`config.mk`:
```
export PLATFORM = sky130hd
export DESIGN_NAME = sink_nch
export DESIGN_NICKNAME = d
export VERILOG_FILES = /design/src/rtl/sink_nch.sv
export SDC_FILE = /design/constraint.sdc
export NUM_CORES = 1
export LEC_CHECK = 0
export ABC_AREA = 0
export BUFFER_PORTS_ARGS = -buffer_cell sky130_fd_sc_hd__buf_2
export CAP_MARGIN = 20
export CORE_MARGIN = 4
export CORE_UTILIZATION = 54
export DETAILED_ROUTE_END_ITERATION = 8
export GPL_ROUTABILITY_DRIVEN = 0
export GPL_TIMING_DRIVEN = 0
export PLACE_DENSITY = 0.91
export SYNTH_ARGS = -nofsm -noshare
export SYNTH_HDL_FRONTEND = slang
export SYNTH_SLANG_ARGS = --single-unit
```
`constraint.sdc`:
```
create_clock -name clk -period 2.3 [get_ports clk]
set_input_delay 0.23 -clock clk [delete_from_list [all_inputs] [get_ports clk]]
set_output_delay 0.23 -clock clk [all_outputs]
set_load 0.1 [all_outputs]
```
`src/rtl/sink_nch.sv`:
```
// sink_nch: N-channel two-phase (toggle) handshake sink.
// Each channel captures a pending token (req != ack), counts it, optionally
// checks it against an incrementing sequence, then toggles ack after a
// programmable delay that per-channel stall can stretch.
module sink_nch #(
  parameter int          ID        = 0,
  parameter int unsigned N         = 4,
  parameter int unsigned SIZE      = 8,
  parameter int unsigned ACK_DELAY = 0,
  parameter int unsigned CW        = 16,
  parameter int unsigned CHECK     = 0,
  parameter int unsigned VERBOSE   = 1
) (
  input  logic              clk,
  input  logic              reset,
  input  logic [N-1:0]      req,
  input  logic [N*SIZE-1:0] data,
  input  logic [N-1:0]      stall,
  output logic [N-1:0]      ack,
  output logic [N*CW-1:0]   count,
  output logic [N*SIZE-1:0] last,
  output logic [N-1:0]      err
);

  localparam int unsigned DW = 8;

  localparam logic [0:0] IDLE = 1'b0;
  localparam logic [0:0] HOLD = 1'b1;

  // Reject parameter values outside their legal ranges at elaboration.
  if (N < 1 || SIZE < 1 || CW < 1 || ACK_DELAY > 255 ||
      CHECK > 1 || VERBOSE > 1 || ID < 0) begin : g_bad_param
    $error("sink_nch: illegal parameter value");
  end

  logic [0:0]      state_q [N];
  logic [0:0]      state_d [N];
  logic [DW-1:0]   dly_q   [N];
  logic [DW-1:0]   dly_d   [N];
  logic [SIZE-1:0] exp_q   [N];
  logic [SIZE-1:0] exp_d   [N];

  logic [N-1:0]      ack_d;
  logic [N-1:0]      err_d;
  logic [N*CW-1:0]   count_d;
  logic [N*SIZE-1:0] last_d;

  // State and output registers; reset drops any token in flight.
  always_ff @(posedge clk) begin
    if (reset) begin
      for (int i = 0; i < N; i++) begin
        state_q[i] <= IDLE;
        dly_q[i]   <= '0;
        exp_q[i]   <= '0;
      end
      ack   <= '0;
      err   <= '0;
      count <= '0;
      last  <= '0;
    end else begin
      for (int i = 0; i < N; i++) begin
        state_q[i] <= state_d[i];
        dly_q[i]   <= dly_d[i];
        exp_q[i]   <= exp_d[i];
      end
      ack   <= ack_d;
      err   <= err_d;
      count <= count_d;
      last  <= last_d;
    end
  end

  // Per-channel next-state: capture in IDLE, delay/stall then ack in HOLD.
  always_comb begin
    for (int i = 0; i < N; i++) begin
      state_d[i] = state_q[i];
      dly_d[i]   = dly_q[i];
      exp_d[i]   = exp_q[i];
    end
    ack_d   = ack;
    err_d   = err;
    count_d = count;
    last_d  = last;

    for (int i = 0; i < N; i++) begin
      case (state_q[i])
        IDLE: begin
          if (req[i] != ack[i]) begin
            last_d[i*SIZE +: SIZE] = data[i*SIZE +: SIZE];
            count_d[i*CW +: CW]    = count[i*CW +: CW] + CW'(1);
            dly_d[i]               = DW'(ACK_DELAY);
            if (CHECK != 0) begin
              if (data[i*SIZE +: SIZE] != exp_q[i]) err_d[i] = 1'b1;
              // Resynchronise on the received value so one bad flit flags once.
              exp_d[i] = data[i*SIZE +: SIZE] + SIZE'(1);
            end
            state_d[i] = HOLD;
          end
        end
        HOLD: begin
          if (!stall[i]) begin
            if (dly_q[i] == '0) begin
              ack_d[i]   = ~ack[i];
              state_d[i] = IDLE;
            end else begin
              dly_d[i] = dly_q[i] - DW'(1);
            end
          end
        end
        default: state_d[i] = IDLE;
      endcase
    end
  end

endmodule
```
## After elaboration in Yosys (flattened, before gate mapping)

Memories as Yosys holds them, arrays and structs flattened.
Index checks and enable logic that the tools add are counted.

| word-level totals | value |
|---|---|
| bits in registers | 100 |
| memories kept | 2 |
| bits of input ports | 42 |
| bits in writable memories | 36 |
| logic and storage cells | 101 |

Memory list:

| memory | depth | bits a word | read ports | clocked after memory_dff | wr ports | RTL line | RTL |
|---|---|---|---|---|---|---|---|
| dly_q | 4 | 8 | 4 | 0 | 4 | 38 | `logic [DW-1:0] dly_q [N];` |
| state_q | 4 | 1 | 4 | 0 | 4 | 36 | `logic [0:0] state_q [N];` |

| cells by class | value |
|---|---|
| bitwise logic cells | 20 |
| eq/ne operators | 4 |
| add/subtract/negate cells | 8 |
| mux-type cells | 43 |
| reduce and logical (&&, ||, !) cells | 12 |

Operator list:

| kind | count |
|---|---|
| $mux 8 | 16 |
| $add 16x1->16 const B | 4 |
| $pmux 8 s2 | 4 |
| $logic_not 8->1 | 4 |
| $sub 8x1->8 const B | 4 |
| $mux 1 | 19 |
| $not 1->1 | 12 |
| $reduce_and 3->1 | 4 |
| $or 1x1->1 | 8 |
| $pmux 1 s2 | 4 |
| $reduce_and 2->1 | 4 |
| $ne 1x1->1 | 4 |

## Depth between registers and ports, before layout

An unclocked memory read counts as a cell.

| logic depth | value |
|---|---|
| word-level depth | 6 |
| mapped depth | 7 |
| gate-level depth less buffers | 6 |

## Worst setup path before layout

No wires, ideal clock.

| timing path | value |
|---|---|
| kind | register to register |
| from | register count[51] |
| to | register count[60] |
| clock period less this slack | 2.584 ns |
| library setup time | 0.121 ns |
| path slack | -0.284 ns |
| stages on the path, launching flop included | 6 |
| data arrival time | 2.464 ns |
| path through | dfxtp_1 nand4b_1 or4_1 buf_2 and2b_2 mux2_2 |

| between the ends | value |
|---|---|
| cells in the longest elaborated chain, start to end | 1 |

Ends and longest elaborated chain:

| element | RTL line | RTL |
|---|---|---|
| from (decl) | 20 | `output logic [N*CW-1:0] count,` |
| from (signal assigned) | 68 | `count <= count_d;` |
| $add 16x1->16 | 90 | `count_d[i*CW +: CW] = count[i*CW +: CW] + CW'(1);` |

No other way between the ends.
A chain may end at the register's enable or synchronous reset.

## Final worst setup path

| timing path | value |
|---|---|
| from | register ack[1] |
| to | register last[12] |

| between the ends | value |
|---|---|
| cells in the longest elaborated chain, start to end | 2 |

Ends and longest elaborated chain:

| element | RTL line | RTL |
|---|---|---|
| from (decl) | 19 | `output logic [N-1:0] ack,` |
| from (signal assigned) | 66 | `ack <= ack_d;` |
| $ne 1x1->1 | 88 | `if (req[i] != ack[i]) begin` |
| $reduce_and 2->1 (no source line) | -- |  |
| to (signal assigned) | 69 | `last <= last_d;` |
| to (decl) | 21 | `output logic [N*SIZE-1:0] last,` |

No other way between the ends.

==> flow_metrics.env <==
export IMPL_outcome="completed"
export IMPL_hold_class="in -> reg"
export IMPL_worstPathRequired_ps=2640
export IMPL_clock_latency_ps=420
export IMPL_netlist_area_leader_share_pct=44.7
export IMPL_grt_busiest_layer="met2"
export IMPL_synth_edf_count=0
export IMPL_hold_violations=0
export IMPL_use_met1_pct=31.8
export IMPL_worstSetupPathType="reg -> reg"
export IMPL_post_cts_buffers=0
export IMPL_power_density_nw_per_um2=820
export IMPL_dr_pass1_iters=5
export IMPL_synth_cells=718
export IMPL_critPathLaunchType="flop"
export IMPL_leakagePower_uw=0.00306
export IMPL_synthXorXnorAreaFrac_pct=8.62
export IMPL_ys_flop_type="dfxtp_1"
export IMPL_synthMuxAreaShare_pct=1.81
export IMPL_vias=5590
export IMPL_ys_types=45
export IMPL_wl_um=15400
export IMPL_grt_pass1_vias=5217
export IMPL_root_buffer="clkbuf_16"
export IMPL_cts_buffer_depth=2
export IMPL_synthSimpleGateAreaFrac_pct=28.2
export IMPL_drv_slew=0
export IMPL_yosysSeqAreaShare_pct=44.7
export IMPL_htree_levels=4
export IMPL_grt_util_met3_pct=5.50
export IMPL_critPathMostFrequentCell="clkbuf_1"
export IMPL_hpwlAfterDp_um=11200
export IMPL_synth_top_area_cell="dfxtp_1"
export IMPL_synthArstFlopShare_pct=0
export IMPL_fp_dieH_um=114
export IMPL_max_slew_margin_pct=36.7
export IMPL_end_kind="flop"
export IMPL_fin_util_pct=69.0
export IMPL_slowest_delay_ps=520
export IMPL_grt_max_degree=17
export IMPL_rsz0062_at_grt="false"
export IMPL_drtIter0Drc=371
export IMPL_cp_arrival_ps=2330
export IMPL_portBuffers=141
export IMPL_diodes=0
export IMPL_met2_usage_pct=38.5
export IMPL_max_freq_mhz=502
export IMPL_grtUsageTotal_pct=24.2
export IMPL_dieWidth_um=114
export IMPL_ys_warn_count=0
export IMPL_core_um2=10900
export IMPL_yosys_register_bits=136
export IMPL_synthesis_area_um2=6100
export IMPL_detail_route_wl_per_cell_um=14.9
export IMPL_vias_per_cell=5.43
export IMPL_start_util_pct=55.8
export IMPL_synth_top_family_by_area="simple AND/OR/NAND/NOR gates"
export IMPL_cts_buffers=17
export IMPL_path_cells="xnor2_1 > clkbuf_1 > nor2_1 > clkbuf_1 > nand2_1 > a21oi_1"
export IMPL_critical_path_slowest_cell="clkbuf_1"
export IMPL_cts_clk_slew_worst_paths_ps=50
export IMPL_skew_ps=6.62
export IMPL_area_delta_synth_final_pct=23.7
export IMPL_avgSynthCellArea_um2=8.49
export IMPL_antenna_found_initial=1
export IMPL_setup_viol=0
export IMPL_synth_fa_ha_area_share_pct=2.46
export IMPL_holdBufCountCts=0
export IMPL_tritoncts="built"
export IMPL_num_rows=38
export IMPL_grt_pass1_wl_um=25300
export IMPL_dieArea_um2=13100
export IMPL_period_share_pct=86.6
export IMPL_setup_tns_ps=0
export IMPL_cts_resized=0
export IMPL_nNetsFinal=935
export IMPL_io_pins=146
export IMPL_ys_top_cells_by_area="dfxtp_1 (45%), xnor2_1 (7.0%), nand2_1 (6.0%)"
export IMPL_crit_fanout=10
export IMPL_cts_sinks=136
export IMPL_grt_overflow_total=0
export IMPL_drtAntennaViolNets=0
export IMPL_drc=0
export IMPL_drive_above_1_share_pct=25.5
export IMPL_synth_compound_area_share_pct=10.7
export IMPL_max_cap_viol_count=0
export IMPL_worst_pin_slew_ps=940
export IMPL_peakVddDrop_v=0.000473
export IMPL_fin_crit_ps=1990
metrics by stage:
step	std cells	power, uW	hold WS [ps]	setup slack (ps)	cell area, um2
2_1_floorplan	721	3570	366	16.4	6140
3_3_place_gp	1002	3800	439	188	7020
3_5_place_dp	1002	3830	443	98.5	7020
4_1_cts	1030	6220	38.0	303	7540
5_1_grt	1030	6390	45.0	85.5	7540
6_report	1030	6190	47.1	308	7540
cell usage in the layout, fill, tap and decap left out, types with 10 or more instances in the layout:
| cell type | count |
|---|---|
| xnor2_1 | 49 |
| xor2_1 | 11 |
| or4_1 | 18 |
| nand2_1 | 97 |
| nor4_1 | 16 |
| or3_1 | 11 |
| o21ai_0 | 14 |
| dfxtp_1 | 111 |
| dfxtp_2 | 25 |
| nor3_1 | 13 |
| nor3b_1 | 13 |
| inv_1 | 15 |
| or2_2 | 10 |
| nand3_1 | 15 |
| buf_2 | 142 |
| nor2_1 | 84 |
| a21oi_1 | 65 |
| o31ai_1 | 10 |
| ha_1 | 12 |
| nand2b_1 | 11 |
| clkbuf_1 | 34 |
| clkbuf_16 | 17 |
sequential cells by signal, indices dropped and copies added (netlist names):
name / cells
ack: 4
count: 64
dly_q: 32
last: 32
state_q: 4
report_power, final:
| part | leakage (uW) | internal [uW] | total (uW) | switching, uW |
|---|---|---|---|---|
| Combinational | 0.00168 | 231 | 1240 | 1010 |
| Clock | 0.000263 | 1490 | 2410 | 923 |
| Sequential | 0.00112 | 2460 | 2540 | 76.0 |
| Total | 0.00306 | 4180 | 6190 | 2010 |
synth_stat cells (4+ instances only):
cell type and instances:
a211oi_1 7, a21oi_1 65, a31o_2 5, buf_4 4, clkbuf_1 32, dfxtp_1 136, ha_1 12, inv_1 15
mux2_2 8, nand2_1 97, nand2b_1 11, nand3_1 15, nand3b_1 8, nand4_1 7, nand4b_1 5, nor2_1 84
nor2b_1 8, nor3_1 13, nor3b_1 13, nor4_1 16, nor4b_1 8, o211ai_1 5, o21ai_0 14, o31ai_1 10
or2_2 10, or3_1 11, or4_1 18, xnor2_1 49, xor2_1 11
layout make-up:
type / count / area [um2]
inverters: 15 / 56.3
flip-flops and latches: 136 / 2750
fillers: 871 / 3390
multi-input cells: 533 / 3170
clock inverters: 4 / 20.0
clock buffers: 24 / 502
repair buffers: 141 / 706
plain buffers: 37 / 155
well taps: 140 / 175
worst max-delay path: cells and delay by family (launching register included):
kind,cells,cell delay (ps)
flops,1,390
buf+inv,2,770
compound gates,1,140
xor+xnor,1,160
simple gates,2,440
final timing paths:
kind | from | slack (ps) | cells after the start | end
max | ack[1]$_SDFFE_PP0P_ | 310 | 6 | last[12]$_SDFFE_PP0P_
min | data[14] | 50 | 3 | last[14]$_SDFFE_PP0P_
max reg2reg | ack[1]$_SDFFE_PP0P_ | 310 | 6 | last[12]$_SDFFE_PP0P_
min reg2reg | last[29]$_SDFFE_PP0P_ | 450 | 2 | last[29]$_SDFFE_PP0P_
per-layer routing:
layer | vias up | part of all wire (%)
li1 | 2808 | -
met1 | 2625 | 46
met2 | 130 | 47
met3 | 25 | 5.2
met4 | 2 | 1.7
met5 | - | 0.085
logic make-up after synthesis:
kind of cell / Yosys count
and+or+nand+nor: 335
adders and majority gates: 12
xor gates and xnor gates: 60
buffers and inverters: 52
other: 1
muxes: 10
DFF: 136
AOI/OAI and AO/OA: 112
Note: power is estimated with default switching activity, not from simulation.
